**config.mk**
```make
export PLATFORM = sky130hd
export DESIGN_NAME = conv_encoder_k3
export DESIGN_NICKNAME = d
export VERILOG_FILES = /design/src/rtl/conv_encoder_k3.sv
export SDC_FILE = /design/constraint.sdc
export NUM_CORES = 1
export LEC_CHECK = 0
export ABC_AREA = 1
export CAP_MARGIN = 25
export CORE_ASPECT_RATIO = 0.75
export CORE_MARGIN = 1
export CORE_UTILIZATION = 35
export DETAILED_ROUTE_END_ITERATION = 7
export PLACE_DENSITY = 0.66
export SLEW_MARGIN = 20
export SYNTH_ARGS = -nofsm -noshare
export SYNTH_HDL_FRONTEND = slang
export SYNTH_SLANG_ARGS = --single-unit
```
**constraint.sdc**
```tcl
create_clock -name clk -period 1.2 [get_ports clk]
set_input_delay 0.12 -clock clk [delete_from_list [all_inputs] [get_ports clk]]
set_output_delay 0.12 -clock clk [all_outputs]
set_load 0.02 [all_outputs]
```
**src/rtl/conv_encoder_k3.sv**
```systemverilog
// Rate-1/2, K=3 convolutional encoder with a valid/ready handshake on both sides.
// After every FRAME_LEN data bits it appends two zero tail bits so the trellis ends in state 00.
module conv_encoder_k3 #(
  parameter int         FRAME_LEN = 16,
  parameter logic [2:0] G0        = 3'b111,
  parameter logic [2:0] G1        = 3'b101
) (
  input  logic       clk,
  input  logic       rst,
  input  logic       in_valid,
  input  logic       in_bit,
  output logic       in_ready,
  output logic       out_valid,
  output logic [1:0] out_pair,
  input  logic       out_ready,
  output logic       out_last,
  output logic       busy
);

  localparam int             CW       = $clog2(FRAME_LEN + 1);
  localparam logic [CW-1:0]  LAST_CNT = CW'(FRAME_LEN - 1);

  typedef enum logic {DATA, TAIL} state_t;

  state_t        state, state_next;
  logic [1:0]    s;          // s[1] is the most recent bit
  logic [CW-1:0] bit_cnt;
  logic          tail_cnt;

  logic          slot_free;
  logic          advance;
  logic          b;
  logic          last_step;
  logic          frame_end;
  logic [2:0]    w;
  logic [1:0]    pair_next;

  assign slot_free = !out_valid || out_ready;
  assign frame_end = (bit_cnt == LAST_CNT);
  assign w         = {b, s};
  assign pair_next = {^(w & G1), ^(w & G0)};
  assign busy      = (bit_cnt != '0) || (state == TAIL);

  // NOTE: every output of this block gets a default first; otherwise a path that
  // skips an assignment would infer a latch.
  always_comb begin
    state_next = state;
    in_ready   = 1'b0;
    advance    = 1'b0;
    b          = 1'b0;
    last_step  = 1'b0;
    unique case (state)
      DATA: begin
        in_ready = slot_free;
        advance  = in_valid && slot_free;
        b        = in_bit;
        if (advance && frame_end) state_next = TAIL;
      end
      TAIL: begin
        advance   = slot_free;
        last_step = tail_cnt;
        if (advance && tail_cnt) state_next = DATA;
      end
      default: state_next = DATA;
    endcase
  end

  // NOTE: sequential state uses non-blocking assignments so every register
  // samples the pre-edge values, independent of statement order.
  always_ff @(posedge clk or posedge rst) begin
    if (rst) state <= DATA;
    else     state <= state_next;
  end

  always_ff @(posedge clk or posedge rst) begin
    if (rst) begin
      out_valid <= 1'b0;
      out_pair  <= 2'b00;
      out_last  <= 1'b0;
      s         <= 2'b00;
      bit_cnt   <= '0;
      tail_cnt  <= 1'b0;
    end else if (advance) begin
      // A new symbol replaces the old one even when it is consumed this cycle.
      out_pair  <= pair_next;
      out_valid <= 1'b1;
      out_last  <= last_step;
      s         <= last_step ? 2'b00 : {b, s[1]};
      if (state == DATA) bit_cnt  <= frame_end ? '0 : bit_cnt + CW'(1);
      else               tail_cnt <= ~tail_cnt;
    end else if (out_ready) begin
      out_valid <= 1'b0;
      out_last  <= 1'b0;
    end
  end

endmodule

```
==> reports/metrics.cfg, run 1 <==
[run_status]
status = finished, violations left
violations = setup timing

[route]
wl_met2_um = 664
ant_nets = 0
met1Wirelength_um = 679
wire_per_inst_um = 10.7
finalWirelength_mm = 1.44
vias = 633
avgViaCountPerCell = 4.69
wl_met3_um = 77
drc = 0
top_layer = met4
drtIter0Drc = 18
drt-pass1-iter-count = 4

[worst_setup_path]
crit_path_max_fanout = 2
critPathSlowestCell = dfrtp_1
endpoint_kind = output pin
startpoint_type = flop
path_cells = nor3_2 -> nand3_2 -> buf_6
slowest_delay_ns = 0.40
worstPathArrival_ns = 1.12
crit_type = reg -> out
worstPathRequired_ns = 1.08

[synth]
synth.avg_cell_area_sq_um = 8.16
synth-adder-area-share = 0.0357
synth-edff-count = 0
muxShareOfSynthArea = 0
syn_nets = 93
synth_compound_area_frac = 0.0945
async_flop_share = 1.00
synth.cells.most_frequent = 24 x nand2_1, 13 x dfrtp_1, 13 x inv_1
syn_inst = 86
synth_area_leaders = dfrtp_1 46%, nand2_1 13%, inv_1 7.0%
synth-seq-cells = 13
synth.distinct_cells = 19
synth_flop_cell = dfrtp_1
synth-xor-area-share = 0.0125
synth_most_common_cell = nand2_1
synth-simple-area-share = 0.298
yosysWarnings = 0
yosysSeqAreaShare = 0.463
synth.top_cell.area_share = 0.463
synth_top_area_cell = dfrtp_1
syn_area_sq_um = 702
synth_top_family_by_area = simple AND/OR/NAND/NOR gates

[place]
place_congestion = 0.758
dp_slack_ns = -0.352
dp_hpwl_mm = 1.07
io_buffer_count = 10
dpl_cell_area_sq_um = 893

[layout]
nNetsFinal = 121
post-route-util = 0.544
fillers = 167
drive_above_1_share = 0.319
fin_area_sq_um = 982
antenna_cells = 0
areaGrowthSynthToFinish_pct = 39.9

[pwr]
p_int_mw = 0.957
leakage_nw = 0.510
p_per_area_nw_per_um2 = 1520
p_sw_mw = 0.535
ir_drop_v = 0.000825
pwr-share-comb = 0.409
pwr-share-clk = 0.184
pwr-share-seq = 0.406
sw_frac_of_total = 0.359

[global_routing]
antenna_found_initial = 0
grt_usage = 0.153
grt_max_degree = 14
grt_remaining_overflow = 0
first_global_vias = 507
grt_pass1_wl_mm = 2.21

[sta]
fmax_ghz = 0.806
tightestPinTransition_ns = 0.266
drv_slew = 0
setup_viol = 1
hold_viol = 0
rsz0062_at_grt = yes
hold_ws_ns = 0.126
final.period_utilization = 1.03
fin_worst_skew_ns = 0.00223
worst_slack_ns = -0.0411
timing.final.crit_period_ns = 1.24
slew-limit-headroom = 0.822

[clock_tree]
cts_max_level = 1
cts_tree = done
clockRootBuffer = clkbuf_4
clkLatencyLatePin_ns = 0.28
clk_path_buf_depth = 2
clock-sinks = 13
numCtsBuffers = 3
path_clk_slew_ns = 0.08

[min_path]
hold_path_class = in -> async

[floorplanning]
core_area_sq_um = 1810
row_count = 13
io-pin-count = 11
die_w_um = 53.7
die_y_um = 40.8
start_util = 0.389
dieArea_sq_um = 2190

[flow_run]
maxCapViolCount = 0

[worst max-delay path, delay by kind of cell, from the launching register on]
kind / cells / cell delay, ns
AND/OR/NAND/NOR: 2 / 0.30
buffers and inverters: 1 / 0.14
flip-flops: 1 / 0.40
[metal layers]
metal / vias to the layer above / GRT usage
met5: - / 0
li1: 324 / -
met1: 291 / 0.194
met3: 2 / 0.0556
met4: 0 / 0.0789
met2: 16 / 0.231
[flip-flops by register name, summed over array words and instances, names as in the netlist]
register,flops
tail_cnt,1
out_pair,2
s,2
out_valid,1
bit_cnt,5
out_last,1
state,1
[cell families (layout without fill, tap and decap cells)]
| group | Yosys count | after routing |
|---|---|---|
| AO/OA/AOI/OAI | 11 | 11 |
| adder cells (fa/ha/maj) | 2 | 2 |
| flip-flops | 13 | 13 |
| buffers and inverters | 16 | 43 |
| XOR/XNOR | 1 | 1 |
| AND/OR/NAND/NOR | 43 | 43 |
[repair_timing]
item | in CTS | in global routing
pin swaps | 1 | 6
resized for setup | 14 | 15
hold buffers | 0 | 0
setup endpoints to repair | 7 | 6
setup buffers | 0 | 4
[per-stage QoR]
stage | total power [mW] | TNS (ns) | instances
3_3_place_gp | 1.12 | -0.975 | 127
2_1_floorplan | 0.898 | 0 | 86
5_1_grt | 1.60 | -0.0836 | 135
6_report | 1.49 | -0.0411 | 135
3_5_place_dp | 1.15 | -1.15 | 127
4_1_cts | 1.41 | -0.0578 | 131
[path summary, 6_finish.rpt]
check                             from           to  slack [ns]  cells past startpoint
min in group clk           out_pair[1]  out_pair[1]        0.48                      2
max reg2reg                      state         s[0]        0.07                      4
min                                rst     tail_cnt        0.13                      3
max in group asynchronous          rst        state        0.90                      3
min reg2reg                out_pair[1]  out_pair[1]        0.48                      2
max                         bit_cnt[4]         busy       -0.04                      3
[power groups by stage]
stage	logic (mW)	clock network, mW	registers [mW]
2_1_floorplan	0.250	0	0.648
3_3_place_gp	0.517	0	0.599
3_5_place_dp	0.545	0	0.604
4_1_cts	0.529	0.284	0.595
5_1_grt	0.687	0.299	0.618
6_report	0.611	0.275	0.606
[cell usage in the layout, fill, tap and decap left out, types with 2 or more instances in the layout]
cell type	netlist	final
o21ai_1	1	2
nor2_1	4	2
nand2_1	24	24
inv_1	13	10
inv_2	2	5
nor2_2	0	2
o21ai_0	8	7
dfrtp_1	13	12
buf_4	0	13
nand4_1	2	2
clkdlybuf4s50_1	0	4
dlygate4sd2_1	0	4
buf_6	1	3
clkbuf_4	0	3
nand3_1	7	6
[layout make-up]
| type | count | area [sq um] | share of cell area |
|---|---|---|---|
| timing repair buffer | 24 | 206 | 0.210 |
| tap | 22 | 27.5 | 0.0280 |
| multi-input combinational | 57 | 339 | 0.345 |
| clock buffer | 4 | 26.3 | 0.0268 |
| sequential | 13 | 327 | 0.332 |
| inverter | 15 | 56.3 | 0.0573 |
(Power assumes the default switching activity.)
==> run 2, diff against run 1 <==
Settings changed: CELL_PAD_IN_SITES_DETAIL_PLACEMENT from default to 1, CELL_PAD_IN_SITES_GLOBAL_PLACEMENT from default to 1, PLACE_DENSITY 0.66 to 0.81.
==> run 2 against run 1 <==
The run still ends with setup timing left. Core utilization rose by 0.62 points. Fmax grew 1.1%. Via count is 5.2% higher. Cell area is 1.1% higher. Register-to-register slack about the same. Non-clock buffer count is 1 lower. Wire length grew 25%. Critical path type unchanged. Largest cell class unchanged. Largest power group unchanged. Highest routed layer unchanged.
==> reports/metrics.cfg, run 2 (synthesized netlist as in run 1, its figures left out) <==
[floorplanning]
start_util = 0.389  ; unchanged
die_y_um = 40.8  ; unchanged
io-pin-count = 11  ; unchanged
row_count = 13  ; unchanged
core_area_sq_um = 1810  ; unchanged
die_w_um = 53.7  ; unchanged
dieArea_sq_um = 2190  ; unchanged

[route]
drtIter0Drc = 10  ; -8
wire_per_inst_um = 13.4  ; +26%
vias = 666  ; +5.2%
avgViaCountPerCell = 4.97  ; +6.0%
drc = 0  ; unchanged
ant_nets = 0  ; unchanged
drt-pass1-iter-count = 3  ; -1
finalWirelength_mm = 1.79  ; +25%

[worst_setup_path]
crit_type = reg -> out
crit_path_max_fanout = 2  ; unchanged
cp_top_family = flip-flops
startpoint_type = flop
slowest_delay_ns = 0.41  ; about the same
worstPathArrival_ns = 1.11  ; about the same
endpoint_kind = output pin
worstPathRequired_ns = 1.08  ; about the same
crit_buf_inv = 2  ; +1
path_cells = inv_2 -> ha_4 -> nand3_2 -> buf_6
critPathSlowestCell = dfrtp_1

[place]
dp_hpwl_mm = 1.33  ; +24%
place_congestion = 0.719  ; -5.2%
dp_slack_ns = -0.381  ; -0.0291 ns
io_buffer_count = 10  ; unchanged

[global_routing]
antenna_found_initial = 0  ; unchanged
grt_usage = 0.199  ; +0.0452
grt_max_degree = 14  ; unchanged
grt_pass1_wl_mm = 2.86  ; +30%
grt_remaining_overflow = 0  ; unchanged
first_global_vias = 617  ; +22%

[layout]
final_cell_mix = 23 x nand2_1, 12 x dfrtp_1, 11 x inv_1, 11 x buf_4, 7 x o21ai_0
multi_input_area_sq_um = 354  ; +4.4%
nNetsFinal = 120  ; -0.83%
antenna_cells = 0  ; unchanged
regMostFlops = bit_cnt
largest_reg_flops = 5  ; unchanged
drive_above_1_share = 0.313  ; -0.00608
final_common_cell = nand2_1
fillers = 214  ; +28%
largestRegisters = bit_cnt (5), out_pair (2), s (2)
seqCellArea_sq_um = 327  ; unchanged
areaGrowthSynthToFinish_pct = 41.5

[pwr]
fin_total_pwr_mw = 1.56  ; +4.8%
ir_drop_v = 0.000993  ; +20%
leakage_nw = 0.513  ; +0.59%
p_per_area_nw_per_um2 = 1570  ; +3.6%

[flow_run]
maxCapViolCount = 0  ; unchanged

[clock_tree]
clk_path_buf_depth = 2  ; unchanged
cts_tree = done
clock-sinks = 13  ; unchanged
cts_max_level = 1  ; unchanged
cts_hold_buf = 0  ; unchanged
numCtsBuffers = 3  ; unchanged
clkLatencyLatePin_ns = 0.28  ; about the same
path_clk_slew_ns = 0.09  ; about the same
clockRootBuffer = clkbuf_4

[sta]
setup_viol = 1  ; unchanged
fmax_ghz = 0.815  ; +1.1%
drv_slew = 0  ; unchanged
hold_viol = 0  ; unchanged
fin_worst_skew_ns = 0.0164  ; +0.0142 ns
slew-limit-headroom = 0.823  ; about the same
worst_slack_ns = -0.0271  ; +0.0141 ns
final.period_utilization = 1.02  ; -0.0117
tightestPinTransition_ns = 0.265  ; -0.00121 ns
rsz0062_at_grt = yes
timing.final.crit_period_ns = 1.23  ; -0.0141 ns

[min_path]
hold_path_class = in -> async

[run_status]
status = finished, violations left
violations = setup timing

[run 2: cell count changes in the layout (fill, tap and decap cells not counted), sizes merged]
cell,previous run,this run
buf,16,15
[run 2: through the flow]
| step | util | cells | setup TNS, ns | cell area, sq um | hold WS [ns] |
|---|---|---|---|---|---|
| finish | 0.550 | 134 | -0.0271 | 993 | 0.129 |
| global route | 0.550 | 134 | -0.0857 | 993 | 0.167 |
| CTS | 0.505 | 132 | -0.0524 | 912 | 0.134 |
| detailed placement | 0.499 | 128 | -1.89 | 901 | 0.443 |
| global placement | 0.499 | 128 | -0.994 | 901 | 0.429 |
| floorplan | - | 86 | 0 | 702 | -0.00304 |
[run 2: metal layers]
layer	global-route usage	vias up	wire length, um	part of all wire
met5	0	-	0	0
met4	0.0197	0	8	0.0045
met1	0.253	328	849	0.47
met3	0.0778	2	75	0.042
met2	0.330	13	859	0.48
li1	-	323	-	-
[run 2: layout make-up]
| cell class | count | share of cell area |
|---|---|---|
| multi-input combinational | 57 | 0.356 |
| sequential | 13 | 0.329 |
| timing repair buffer | 23 | 0.204 |
| inverter | 15 | 0.0567 |
| tap | 22 | 0.0277 |
| clock buffer | 4 | 0.0264 |
[run 2: path summary, 6_finish.rpt]
path                        startpoint          end  slack [ns]  cells past startpoint
setup / recovery            bit_cnt[0]         busy       -0.03                      4
hold / removal                     rst        state        0.13                      3
setup reg to reg                 state  out_pair[1]        0.06                      5
hold reg to reg            out_pair[1]  out_pair[1]        0.48                      2
max in group asynchronous          rst  out_pair[1]        0.89                      3
min in group clk           out_pair[1]  out_pair[1]        0.48                      2
[run 2: where the power goes]
part,switching [mW],internal (mW)
Combinational,0.356,0.315
Sequential,0.0775,0.538
Clock,0.148,0.129
[run 2: worst register-to-register path: cells and delay by family, from the launching register on]
family | cells | cell delay (ns)
AOI/OAI and AO/OA | 2 | 0.30
buffers and inverters | 2 | 0.23
and+or+nand+nor | 1 | 0.05
DFF | 1 | 0.45
[run 2: what timing repair did]
item	CTS	global route
endpoints found under the hold margin	0	0
pin swaps	1	7
gates cloned	0	0
setup buffers	0	2
gates resized for setup	13	18
setup endpoints to repair	7	10
